--- src/rtl/char_ram_arbiter_pkg.sv ---
// char_ram_arbiter_pkg: screen geometry defaults, RAM owner type, blanking helper
package char_ram_arbiter_pkg;
  localparam int X_W = 10;
  localparam int H_VIS_DEF = 640;
  localparam int V_VIS_DEF = 480;
  typedef enum logic {OWN_DISP, OWN_HOST} owner_e;
  function automatic logic is_blank(input logic [X_W-1:0] x, input logic [X_W-1:0] y, input int hv, input int vv);
    return (int'(x) >= hv) || (int'(y) >= vv);
  endfunction
endpackage

--- src/rtl/char_ram_arbiter_wr_fifo.sv ---
// wr_fifo: synchronous FIFO of DEPTH x W with push/pop, occupancy level, full and empty flags
module wr_fifo #(
  parameter int W = 16,
  parameter int DEPTH = 4,
  localparam int AW = $clog2(DEPTH)
) (
  input  logic          clk,
  input  logic          rst,
  input  logic          i_push,
  input  logic          i_pop,
  input  logic [W-1:0]  i_din,
  output logic [W-1:0]  o_dout,
  output logic [AW:0]   o_level,
  output logic          o_full,
  output logic          o_empty
);
  logic [W-1:0]  r_mem [DEPTH];
  logic [AW-1:0] r_wp, r_rp;
  logic [AW:0]   r_level;
  logic          w_push, w_pop;
  assign w_push  = i_push && !o_full;
  assign w_pop   = i_pop && !o_empty;
  assign o_full  = r_level == (AW+1)'(DEPTH);
  assign o_empty = r_level == '0;
  assign o_level = r_level;
  assign o_dout  = r_mem[r_rp];
  always_ff @(posedge clk) begin
    if (rst) begin
      r_wp    <= '0;
      r_rp    <= '0;
      r_level <= '0;
    end else begin
      if (w_push) r_wp <= r_wp + 1'b1;
      if (w_pop) r_rp <= r_rp + 1'b1;
      r_level <= r_level + (AW+1)'(w_push) - (AW+1)'(w_pop);
    end
  end
  always_ff @(posedge clk)
    if (w_push) r_mem[r_wp] <= i_din;
endmodule

--- src/rtl/char_ram_arbiter.sv ---
// char_ram_arbiter: shares the char RAM between display reads (visible area) and FIFO-queued host writes (blanking)
module char_ram_arbiter
  import char_ram_arbiter_pkg::*;
#(
  parameter int ADDR_W = 8,
  parameter int DATA_W = 8,
  parameter int DEPTH  = 4,
  parameter int H_VIS  = H_VIS_DEF,
  parameter int V_VIS  = V_VIS_DEF,
  localparam int LW = $clog2(DEPTH) + 1
) (
  input  logic              px_clk,
  input  logic              reset,
  input  logic [X_W-1:0]    x,
  input  logic [X_W-1:0]    y,
  input  logic [ADDR_W-1:0] disp_addr,
  output logic [DATA_W-1:0] disp_data,
  input  logic              wr_valid,
  output logic              wr_ready,
  input  logic [ADDR_W-1:0] wr_addr,
  input  logic [DATA_W-1:0] wr_data,
  output logic [ADDR_W-1:0] ram_addr,
  output logic              ram_we,
  output logic [DATA_W-1:0] ram_wdata,
  input  logic [DATA_W-1:0] ram_rdata,
  output logic              pending,
  output logic [LW-1:0]     level
);
  logic                     w_blank, w_full, w_empty;
  logic [ADDR_W-1:0]        w_head_addr;
  logic [DATA_W-1:0]        w_head_data;
  owner_e                   w_owner;
  wr_fifo #(.W(ADDR_W + DATA_W), .DEPTH(DEPTH)) u_fifo (
    .clk    (px_clk),
    .rst    (reset),
    .i_push (wr_valid && wr_ready),
    .i_pop  (ram_we),
    .i_din  ({wr_addr, wr_data}),
    .o_dout ({w_head_addr, w_head_data}),
    .o_level(level),
    .o_full (w_full),
    .o_empty(w_empty)
  );
  assign w_blank   = is_blank(x, y, H_VIS, V_VIS);
  assign wr_ready  = !w_full;
  assign pending   = !w_empty;
  assign disp_data = ram_rdata;
  // reset gates ownership so a half-drained queue never writes while being discarded
  always_comb begin
    w_owner   = (w_blank && !w_empty && !reset) ? OWN_HOST : OWN_DISP;
    ram_we    = w_owner == OWN_HOST;
    ram_addr  = ram_we ? w_head_addr : disp_addr;
    ram_wdata = ram_we ? w_head_data : '0;
  end
endmodule

--- config.mk ---
export PLATFORM = sky130hd
export DESIGN_NAME = char_ram_arbiter
export DESIGN_NICKNAME = d
export VERILOG_FILES = /design/src/rtl/char_ram_arbiter_pkg.sv /design/src/rtl/char_ram_arbiter_wr_fifo.sv /design/src/rtl/char_ram_arbiter.sv
export SDC_FILE = /design/constraint.sdc
export NUM_CORES = 1
export LEC_CHECK = 0
export CELL_PAD_IN_SITES_DETAIL_PLACEMENT = 1
export CELL_PAD_IN_SITES_GLOBAL_PLACEMENT = 2
export CORE_UTILIZATION = 36
export CTS_CLUSTER_DIAMETER = 80
export DETAILED_ROUTE_END_ITERATION = 10
export GPL_TIMING_DRIVEN = 0
export PLACE_DENSITY = 0.92
export SLEW_MARGIN = 20
export SYNTH_ARGS = -nofsm -noshare
export SYNTH_HDL_FRONTEND = slang
export SYNTH_SLANG_ARGS = --single-unit
--- constraint.sdc ---
create_clock -name px_clk -period 3.95 [get_ports px_clk]
set_input_delay 0.79 -clock px_clk [delete_from_list [all_inputs] [get_ports px_clk]]
set_output_delay 0.79 -clock px_clk [all_outputs]
set_load 0.02 [all_outputs]
After elaboration in Yosys (flattened, before gate mapping)
Memory sizes are Yosys's and may differ from the RTL's. A register that Yosys moved wholly into a read port is not among the register bits.
Cells that the tools add are included.
- add/subtract/negate cells: 4
- $lt $le $gt $ge: 2
- reduce and logical (&&, ||, !) cells: 10
- mux-type cells: 7
- equal/unequal tests: 1
- operators by type and width (kind ; count):
    two-way mux 8 bit ; 2
    greater-or-equal comparator 10 bit (second input constant) ; 1
    greater-or-equal comparator 10 x 9 -> 1 bit (second input constant) ; 1
    logical AND 1 bit ; 5
    adder 2 x 1 -> 2 bit (second input constant) ; 2
    two-way mux 2 bit ; 2
    adder 3 x 1 -> 3 bit ; 1
    equality test 3 bit (second input constant) ; 1
    zero test 1 bit ; 3
    zero test 3 bit ; 1
    two-way mux 1 bit ; 3
    subtractor 3 x 1 -> 3 bit ; 1
    logical OR 1 bit ; 1
- bits of input ports: 55
- bits in registers: 7
- memory bits (writable): 64
- memories: 1
- memory list (memory ; depth ; width ; rd ports ; clocked after Yosys merged registers in ; wr ports ; RTL line ; text):
    u_fifo.r_mem ; 4 ; 16 ; 1 ; 1 ; 1 ; char_ram_arbiter_wr_fifo.sv:17 ; logic [W-1:0] r_mem [DEPTH];

Longest topological paths before layout
Gate-level depths: netlist of run 1.
- depth in word-level cells: 8
- depth in mapped cells: 11
- gate-level depth less buffers: 10

Hierarchy
Synthesis of run 1 repeated with hierarchy kept, for this count alone.
- cell total of the unflattened synthesis: 167
- area total of the unflattened synthesis: 3095.5 µm²
- modules (own cells, without submodules) (module ; cells each ; instances ; seq. area each (µm²) ; area each (µm²)):
    wr_fifo ; 135 ; 1 ; 2102.0 ; 2808.9
    char_ram_arbiter ; 32 ; 1 ; 0.0 ; 286.5

Worst setup path before layout of run 1
No wires, ideal clock.
- kind: input to register
- start point: in y[5]
- end point: reg u_fifo.r_level[2] (netlist: u_fifo.o_level[2])
- library setup time: 0.078 ns
- path buffers: 1
- data required time: 3.872 ns
- setup slack: 1.133 ns
- stages: 11
- arrival: 2.739 ns
- cells stage by stage: a41oi_4 > a211oi_4 > buf_6 > ha_1 > inv_1 > ha_1 > inv_1 > fa_1 > xor2_1 > and2_1 > nor3_1
- cells in the longest elaborated chain, start to end: 7
- RTL lines (item ; RTL line ; text):
    start, declared ; char_ram_arbiter.sv:15 ; input logic [X_W-1:0] y,
    greater-or-equal comparator 10 x 9 -> 1 bit ; char_ram_arbiter_pkg.sv:8 ; return (int'(x) >= hv) || (int'(y) >= vv);
    logical OR 1 bit ; char_ram_arbiter_pkg.sv:8 ;
    logical AND 1 bit (2 in a row) ; char_ram_arbiter.sv:50 ; w_owner = (w_blank && !w_empty && !reset) ? OWN_HOST : OWN_DISP;
    two-way mux 1 bit ; char_ram_arbiter.sv:50 ;
    logical AND 1 bit ; char_ram_arbiter_wr_fifo.sv:22 ; assign w_pop = i_pop && !o_empty;
    named net u_fifo.w_pop ; char_ram_arbiter_wr_fifo.sv:20 ; logic w_push, w_pop;
    subtractor 3 x 1 -> 3 bit ; char_ram_arbiter_wr_fifo.sv:35 ; r_level <= r_level + (AW+1)'(w_push) - (AW+1)'(w_pop);
    end signal, assigned ; char_ram_arbiter_wr_fifo.sv:35 ;
    end, declared ; char_ram_arbiter_wr_fifo.sv:19 ; logic [AW:0] r_level;
The timed path passes the listed nets, and every way through them passes these cells.
A chain may end at the register's enable or synchronous reset.

Worst setup path after layout of run 1
- start point: in y[5]
- end point: out ram_addr[3]
- cells in the longest elaborated chain, start to end: 6
- RTL lines (item ; RTL line ; text):
    greater-or-equal comparator 10 x 9 -> 1 bit ; char_ram_arbiter_pkg.sv:8 ;
    logical OR 1 bit ; char_ram_arbiter_pkg.sv:8 ;
    logical AND 1 bit (2 in a row) ; char_ram_arbiter.sv:50 ;
    two-way mux 1 bit ; char_ram_arbiter.sv:50 ;
    two-way mux 8 bit ; char_ram_arbiter.sv:52 ; ram_addr = ram_we ? w_head_addr : disp_addr;
    end, declared ; char_ram_arbiter.sv:22 ; output logic [ADDR_W-1:0] ram_addr,
Every way passes these cells.

==> impl_metrics.xml, run 1 <==
<?xml version="1.0" encoding="UTF-8"?>
<metrics>
  <group name="global_route">
    <metric name="antenna_violations_before_repair" unit="">0</metric>
    <metric name="grt_start_max_net_pins" unit="">17</metric>
    <metric name="vias_in_the_first_global_route" unit="">1748</metric>
    <metric name="globalRoute.totalOverflow" unit="">0</metric>
    <metric name="grt_first_pass_wirelength" unit="um">8980</metric>
    <metric name="track_usage" unit="">0.139</metric>
  </group>
  <group name="logic_synthesis">
    <metric name="dominant_combinational_cell_family_by_area_after_synthesis" unit="">multiplexers</metric>
    <metric name="yosysSeqAreaShare" unit="">0.681</metric>
    <metric name="synth_simple_gate_area_frac" unit="">0.0498</metric>
    <metric name="synth_top_cell_by_area" unit="">edfxtp_1</metric>
    <metric name="netlist.area_leader.share" unit="">0.622</metric>
    <metric name="postSynthRegisterBits" unit="">73</metric>
    <metric name="synthesis.nets" unit="">230</metric>
    <metric name="synth_warnings" unit="">0</metric>
    <metric name="synthCells" unit="">168</metric>
    <metric name="netlist-cell-type-count" unit="">31</metric>
    <metric name="post_synthesis_xor_xnor_area_fraction" unit="">0.00284</metric>
    <metric name="avgSynthCellArea" unit="um2">18.4</metric>
    <metric name="synth.area.mux_share" unit="">0.154</metric>
    <metric name="synth_top_cells_by_area" unit="">edfxtp_1, mux4_2, dfxtp_1</metric>
    <metric name="synth_fa_ha_area_frac" unit="">0.0308</metric>
    <metric name="synth_compound_area_frac" unit="">0.0361</metric>
    <metric name="synth.cell_area" unit="um2">3090</metric>
  </group>
  <group name="layout">
    <metric name="area_growth_syn_to_layout" unit="%">31.0</metric>
    <metric name="layout_common_cells" unit="">clkdlybuf4s50_1, edfxtp_1, mux4_2</metric>
    <metric name="num_antenna_cells" unit="">0</metric>
    <metric name="drive_above_1_share" unit="">0.221</metric>
    <metric name="sequential_cell_area" unit="um2">2100</metric>
    <metric name="fin_util" unit="">0.490</metric>
    <metric name="multiInputGateArea" unit="um2">846</metric>
    <metric name="fillers" unit="">810</metric>
    <metric name="fin_nets" unit="">306</metric>
    <metric name="design_area" unit="um2">4050</metric>
  </group>
  <group name="cts">
    <metric name="path_clk_slew" unit="ns">0.07</metric>
    <metric name="cts-root-buf" unit="">clkbuf_8</metric>
    <metric name="tritoncts_num_sinks" unit="">73</metric>
    <metric name="htree_levels" unit="">3</metric>
    <metric name="clock_latency_late_sink" unit="ns">0.33</metric>
    <metric name="tritoncts" unit="">built</metric>
    <metric name="cts-resized-gates" unit="">0</metric>
    <metric name="cts_max_path_buffers" unit="">2</metric>
    <metric name="tritoncts.num_buffers" unit="">9</metric>
  </group>
  <group name="sta">
    <metric name="postLayoutSetupSlackWorst" unit="ns">0.324</metric>
    <metric name="worst_margin_slew" unit="ns">0.840</metric>
    <metric name="fin_crit" unit="ns">3.63</metric>
    <metric name="fmax" unit="GHz">0.276</metric>
    <metric name="grt_setup_unrepaired" unit="">no</metric>
    <metric name="post-route-period-util" unit="">0.918</metric>
    <metric name="setup-violations-final" unit="">0</metric>
    <metric name="timing_max_transition_violations_final" unit="">0</metric>
    <metric name="final_hold_vio_count" unit="">0</metric>
    <metric name="worst_slew_margin_rel" unit="">0.440</metric>
    <metric name="finalClockSkew" unit="ns">0.00443</metric>
    <metric name="setup_total_negative_slack" unit="ns">0</metric>
  </group>
  <group name="route">
    <metric name="post_drt_via_cell_ratio" unit="">4.82</metric>
    <metric name="drtPass1Iterations" unit="">4</metric>
    <metric name="detailroute.via_count" unit="">1707</metric>
    <metric name="drtAntennaViolNets" unit="">0</metric>
    <metric name="remaining_drc_errors" unit="">0</metric>
    <metric name="totalWireLength" unit="um">5840</metric>
    <metric name="routed_wl_per_cell" unit="um">16.5</metric>
    <metric name="drt_iter0_markers" unit="">83</metric>
  </group>
  <group name="setup_path">
    <metric name="worstPathMaxFanout" unit="">7</metric>
    <metric name="worstReg2RegStart" unit="">u_fifo.o_level[1]$_SDFF_PP0_</metric>
    <metric name="rr_worst_depth" unit="">11</metric>
    <metric name="worstReg2RegEnd" unit="">u_fifo.o_level[2]$_SDFF_PP0_</metric>
    <metric name="timing.critical_path.arrival" unit="ns">2.84</metric>
    <metric name="worstSetupStartpointType" unit="">primary input</metric>
    <metric name="cp.required" unit="ns">3.16</metric>
    <metric name="timing.reg2reg.setup_slack" unit="ns">1.46</metric>
    <metric name="crit_type" unit="">in2out</metric>
    <metric name="nature_of_the_critical_path_endpoint" unit="">output pin</metric>
  </group>
  <group name="worst_hold_path">
    <metric name="worst_hold_startpoint" unit="">u_fifo.r_wp[0]$_SDFFE_PP0P_</metric>
    <metric name="endpoint_worst_hold" unit="">u_fifo.r_wp[0]$_SDFFE_PP0P_</metric>
    <metric name="timing.hold.worst.class" unit="">reg2reg</metric>
    <metric name="timing.hold.worst_path_depth" unit="">2</metric>
  </group>
  <group name="floorplanning">
    <metric name="initial_cell_density_of_the_core" unit="">0.374</metric>
    <metric name="io_pins" unit="">85</metric>
    <metric name="die_x" unit="um">94.6</metric>
    <metric name="chipHeight" unit="um">94.6</metric>
    <metric name="floorplan.core_area" unit="um2">8260</metric>
    <metric name="fp-row-count" unit="">33</metric>
    <metric name="die_area" unit="um2">8950</metric>
  </group>
  <group name="placement">
    <metric name="post_placement_setup_slack" unit="ns">0.0566</metric>
    <metric name="routabilityCongestion" unit="">0.660</metric>
    <metric name="number_of_buffer_cells_added_on_primary_ports" unit="">64</metric>
    <metric name="final_hpwl_dp" unit="um">4140</metric>
    <metric name="cell_area_after_placement" unit="um2">3860</metric>
  </group>
  <group name="power">
    <metric name="peak_ir_drop_on_the_vdd_network" unit="V">0.000187</metric>
    <metric name="power.leakage" unit="uW">0.00138</metric>
    <metric name="total_design_power" unit="uW">2390</metric>
    <metric name="pwr_density_cell" unit="nW/um2">589</metric>
  </group>
  <group name="run">
    <metric name="maxcap_violations" unit="">0</metric>
  </group>
  <group name="outcome">
    <metric name="outcome" unit="">finished clean</metric>
  </group>
</metrics>
-- timing repair --
| action | CTS | global route |
|---|---|---|
| setup endpoints to repair | 0 | 1 |
| hold buffers | 0 | 0 |
| buffers inserted | 0 | 1 |
-- cell type report --
| class | count | area share |
|---|---|---|
| Tap cell | 105 | 0.0325 |
| Multi-Input combinational cell | 72 | 0.209 |
| Clock buffer | 12 | 0.0334 |
| Inverter | 9 | 0.00835 |
| Clock inverter | 4 | 0.0108 |
| Sequential cell | 73 | 0.519 |
| Timing Repair Buffer | 65 | 0.160 |
| Buffer | 14 | 0.0263 |
-- metal layers --
metal / share of wire / GRT usage
met5: 0 / 0
met4: 0.021 / 0.0694
met3: 0.055 / 0.0266
met2: 0.52 / 0.239
met1: 0.40 / 0.166
-- Yosys cell counts --
master,n
dfxtp_1,9
a21oi_1,3
mux4_2,16
buf_4,8
edfxtp_1,64
nor2b_1,2
o21ai_0,2
o21ai_1,1
mux2_2,9
a211oi_4,1
a41oi_4,1
and3_1,4
buf_2,1
nor3b_1,1
o311ai_0,1
nand3_1,2
nor2_1,4
clkbuf_1,2
xor2_1,1
fa_1,1
a211o_1,2
nor3_1,1
inv_1,9
a211oi_1,1
or3b_2,1
nor3_2,1
buf_6,3
ha_1,6
and2_1,9
mux2_4,1
nand2_1,1
-- flip-flops by register name, summed over array words and instances (netlist names), named ones only --
register / count
u_fifo.r_wp: 2
u_fifo.r_mem: 64
u_fifo.o_level: 3
u_fifo.r_rp: 2
-- worst max-delay path, cell delays in order --
cell             delay, ns
clkdlybuf4s50_1       0.50
a41oi_4               0.18
a211oi_4              0.27
buf_4                 0.21
mux2_2                0.34
clkdlybuf4s50_1       0.55
-- through the flow --
step                cells  hold WS (ns)
global route          354         0.574
CTS                   353         0.529
floorplan             168         0.484
finish                354         0.527
detailed placement    337         0.520
global placement      337         0.516
-- worst max path at each step --
stage,slack (ns),startpoint,end
finish,0.32,y[5],ram_addr[3]
global route,0.25,y[7],ram_addr[1]
CTS,0.05,y[5],ram_addr[6]
detailed placement,0.06,y[5],ram_addr[6]
global placement,0.08,y[5],ram_addr[6]
floorplan,1.13,y[5],u_fifo.o_level[2]$_SDFF_PP0_
-- report_power, final --
group / switching [uW] / internal [uW]
Clock: 243 / 288
Sequential: 45.6 / 946
Combinational: 418 / 444
Total: 707 / 1680
-- kinds of logic (layout without fill, tap and decap cells) --
family,Yosys count,count (layout)
simple gates,26,26
fa+ha+maj,7,7
compound gates,12,12
flops,73,73
buf+inv,23,104
mux,26,26
xor+xnor,1,1
Power figures use the tool's default switching activity.
==> run 2: changes to the inputs <==
--- a/config.mk
+++ b/config.mk
@@ -7,8 +7,10 @@
 export LEC_CHECK = 0
 export CELL_PAD_IN_SITES_DETAIL_PLACEMENT = 1
 export CELL_PAD_IN_SITES_GLOBAL_PLACEMENT = 2
+export CORE_ASPECT_RATIO = 1.25
 export CORE_UTILIZATION = 36
 export CTS_CLUSTER_DIAMETER = 80
+export CTS_CLUSTER_SIZE = 12
 export DETAILED_ROUTE_END_ITERATION = 10
 export GPL_TIMING_DRIVEN = 0
 export PLACE_DENSITY = 0.92
==> impl_metrics.xml, run 2 (synthesis results as in run 1) <==
<?xml version="1.0" encoding="UTF-8"?>
<metrics>
  <group name="power">
    <metric name="switching_share" unit="">0.284</metric>
    <metric name="power.leakage" unit="uW">0.00140</metric>
    <metric name="intPower" unit="uW">1810</metric>
    <metric name="total_switching_power" unit="uW">718</metric>
    <metric name="p_seq_frac" unit="">0.392</metric>
    <metric name="peak_ir_drop_on_the_vdd_network" unit="V">0.000381</metric>
    <metric name="pwr_density_cell" unit="nW/um2">616</metric>
    <metric name="pwr-share-clk" unit="">0.268</metric>
    <metric name="combPwrFrac" unit="">0.341</metric>
  </group>
  <group name="global_route">
    <metric name="antenna_violations_before_repair" unit="">0</metric>
    <metric name="globalRoute.totalOverflow" unit="">0</metric>
    <metric name="vias_in_the_first_global_route" unit="">1746</metric>
    <metric name="track_usage" unit="">0.135</metric>
    <metric name="grt_first_pass_wirelength" unit="um">8760</metric>
    <metric name="grt_start_max_net_pins" unit="">17</metric>
  </group>
  <group name="setup_path">
    <metric name="critical_path_buf_inv_count" unit="">3</metric>
    <metric name="worstSetupStartpointType" unit="">primary input</metric>
    <metric name="crit_type" unit="">in2out</metric>
    <metric name="critPathMaxStageDelay" unit="ns">0.56</metric>
    <metric name="nature_of_the_critical_path_endpoint" unit="">output pin</metric>
    <metric name="cp.required" unit="ns">3.16</metric>
    <metric name="timing.reg2reg.setup_slack" unit="ns">1.51</metric>
    <metric name="rr_worst_depth" unit="">11</metric>
    <metric name="timing.critical_path.arrival" unit="ns">2.87</metric>
    <metric name="critical_path.most_common_cell" unit="">clkdlybuf4s50_1</metric>
    <metric name="timing.critical_path.slowest_stage_cell" unit="">clkdlybuf4s50_1</metric>
    <metric name="critical_path.cell_chain" unit="">clkdlybuf4s50_1 -&gt; a41oi_4 -&gt; a211oi_4 -&gt; buf_12 -&gt; mux2_2 -&gt; clkdlybuf4s50_1</metric>
    <metric name="worstReg2RegStart" unit="">u_fifo.o_level[1]$_SDFF_PP0_</metric>
    <metric name="worstReg2RegEnd" unit="">u_fifo.o_level[2]$_SDFF_PP0_</metric>
    <metric name="worstPathMaxFanout" unit="">7</metric>
    <metric name="cpLargestDelayFamily" unit="">buffers and inverters</metric>
  </group>
  <group name="layout">
    <metric name="drive_above_1_share" unit="">0.229</metric>
    <metric name="layout_common_cells" unit="">clkdlybuf4s50_1, edfxtp_1, mux4_2</metric>
    <metric name="largest_reg_flops" unit="">64</metric>
    <metric name="fin_nets" unit="">306</metric>
    <metric name="regMostFlops" unit="">u_fifo.r_mem</metric>
    <metric name="fin_util" unit="">0.495</metric>
    <metric name="num_antenna_cells" unit="">0</metric>
    <metric name="area_growth_syn_to_layout" unit="%">32.9</metric>
    <metric name="fillers" unit="">793</metric>
  </group>
  <group name="placement">
    <metric name="final_hpwl_dp" unit="um">3890</metric>
    <metric name="routabilityCongestion" unit="">0.656</metric>
    <metric name="number_of_buffer_cells_added_on_primary_ports" unit="">64</metric>
  </group>
  <group name="cts">
    <metric name="tritoncts_num_sinks" unit="">73</metric>
    <metric name="tritoncts" unit="">built</metric>
    <metric name="path_clk_slew" unit="ns">0.07</metric>
    <metric name="cts-hold-fix-buffers" unit="">0</metric>
    <metric name="clock_latency_late_sink" unit="ns">0.34</metric>
    <metric name="cts-root-buf" unit="">clkbuf_8</metric>
    <metric name="htree_levels" unit="">3</metric>
    <metric name="tritoncts.num_buffers" unit="">9</metric>
    <metric name="cts_max_path_buffers" unit="">2</metric>
  </group>
  <group name="route">
    <metric name="detailroute.via_count" unit="">1713</metric>
    <metric name="drt_iter0_markers" unit="">67</metric>
    <metric name="routed_wl_per_cell" unit="um">16.5</metric>
    <metric name="drtAntennaViolNets" unit="">0</metric>
    <metric name="post_drt_via_cell_ratio" unit="">4.95</metric>
    <metric name="remaining_drc_errors" unit="">8</metric>
    <metric name="totalWireLength" unit="um">5710</metric>
    <metric name="drtPass1Iterations" unit="">7</metric>
  </group>
  <group name="floorplanning">
    <metric name="chipHeight" unit="um">106</metric>
    <metric name="floorplan.core_area" unit="um2">8290</metric>
    <metric name="die_x" unit="um">84.8</metric>
    <metric name="io_pins" unit="">85</metric>
    <metric name="initial_cell_density_of_the_core" unit="">0.373</metric>
    <metric name="fp-row-count" unit="">37</metric>
    <metric name="die_area" unit="um2">8950</metric>
  </group>
  <group name="sta">
    <metric name="worst_margin_slew" unit="ns">0.853</metric>
    <metric name="worst_slew_margin_rel" unit="">0.432</metric>
    <metric name="timing_max_transition_violations_final" unit="">0</metric>
    <metric name="fmax" unit="GHz">0.274</metric>
    <metric name="finalClockSkew" unit="ns">0.00411</metric>
    <metric name="post-route-period-util" unit="">0.925</metric>
    <metric name="grt_setup_unrepaired" unit="">no</metric>
    <metric name="final_hold_vio_count" unit="">0</metric>
    <metric name="setup_total_negative_slack" unit="ns">0</metric>
    <metric name="setup-violations-final" unit="">0</metric>
    <metric name="fin_crit" unit="ns">3.66</metric>
  </group>
  <group name="worst_hold_path">
    <metric name="worst_hold_startpoint" unit="">u_fifo.r_wp[0]$_SDFFE_PP0P_</metric>
    <metric name="endpoint_worst_hold" unit="">u_fifo.r_wp[0]$_SDFFE_PP0P_</metric>
    <metric name="timing.hold.worst_path_depth" unit="">2</metric>
    <metric name="timing.hold.worst.class" unit="">reg2reg</metric>
  </group>
  <group name="outcome">
    <metric name="failed_checks" unit="">DRC</metric>
    <metric name="outcome" unit="">finished with violations</metric>
  </group>
  <group name="run">
    <metric name="maxcap_violations" unit="">0</metric>
  </group>
</metrics>
==> run 2: changes by cell type in the layout (fill, tap and decap cells not counted) <==
cell / before / now
clkinvlp_4: 0 / 1
buf_4: 9 / 8
clkinv_2: 2 / 1
bufinv_16: 1 / 3
buf_12: 0 / 1
clkbuf_1: 5 / 3
==> run 2: cell type report <==
type                       instances  area [um2]  area share
clock buffer                      10         128      0.0311
buffer                            14         106      0.0259
tap                               97         121      0.0296
sequential                        73        2100       0.512
clock inverter                     6         106      0.0259
timing repair buffer              65         661       0.161
multi-input combinational         72         846       0.206
inverter                           9        33.8     0.00823
==> run 2: layer usage <==
layer / vias up / global-route usage / wire length [um]
li1: 794 / - / -
met1: 850 / 0.160 / 2360
met2: 61 / 0.224 / 2910
met3: 8 / 0.0431 / 338
met4: 0 / 0.0617 / 101
met5: - / 0 / 0
==> run 2: worst max-delay path by stage <==
stage | startpoint | endpoint | slack, ns | cells after the start
2_1_floorplan | y[5] | u_fifo.o_level[2]$_SDFF_PP0_ | 1.13 | 11
3_3_place_gp | y[8] | ram_addr[6] | 0.007 | 6
3_5_place_dp | y[7] | ram_addr[6] | 0.001 | 6
4_1_cts | y[7] | ram_addr[6] | 0.0003 | 6
5_1_grt | x[7] | ram_addr[7] | 0.22 | 6
6_report | y[8] | ram_addr[7] | 0.29 | 6
==> run 2: metrics by stage <==
stage / worst slack (ns) / cell area [um2] / total power [uW] / hold WS, ns / cells
after floorplan: 1.13 / 3090 / 1550 / 0.484 / 168
after global placement: 0.00687 / 3850 / 1850 / 0.505 / 329
after detailed placement: 0.00149 / 3850 / 1870 / 0.522 / 329
after CTS: 0.000274 / 4080 / 2550 / 0.532 / 345
after global routing: 0.221 / 4100 / 2660 / 0.569 / 346
final: 0.294 / 4100 / 2530 / 0.530 / 346
==> run 2: tightest hold or removal path: cells and delay by family, from the launching register on <==
kind | cells | cell delay [ns]
AO/OA/AOI/OAI | 2 | 0.15
flip-flops | 1 | 0.34
==> run 2: repair_timing <==
item | 4_1_cts | 5_1_grt
setup buffers | 0 | 1
setup endpoints to repair | 0 | 3
gates resized for setup | 0 | 0
==> run 2: power groups by stage <==
stage                     Sequential [uW]  Clock [uW]  Combinational [uW]
after detailed placement             1010           0                 864
after CTS                             992         691                 870
after global routing                 1000         719                 941
after floorplan                      1010           0                 538
after global placement               1000           0                 845
final                                 991         677                 862
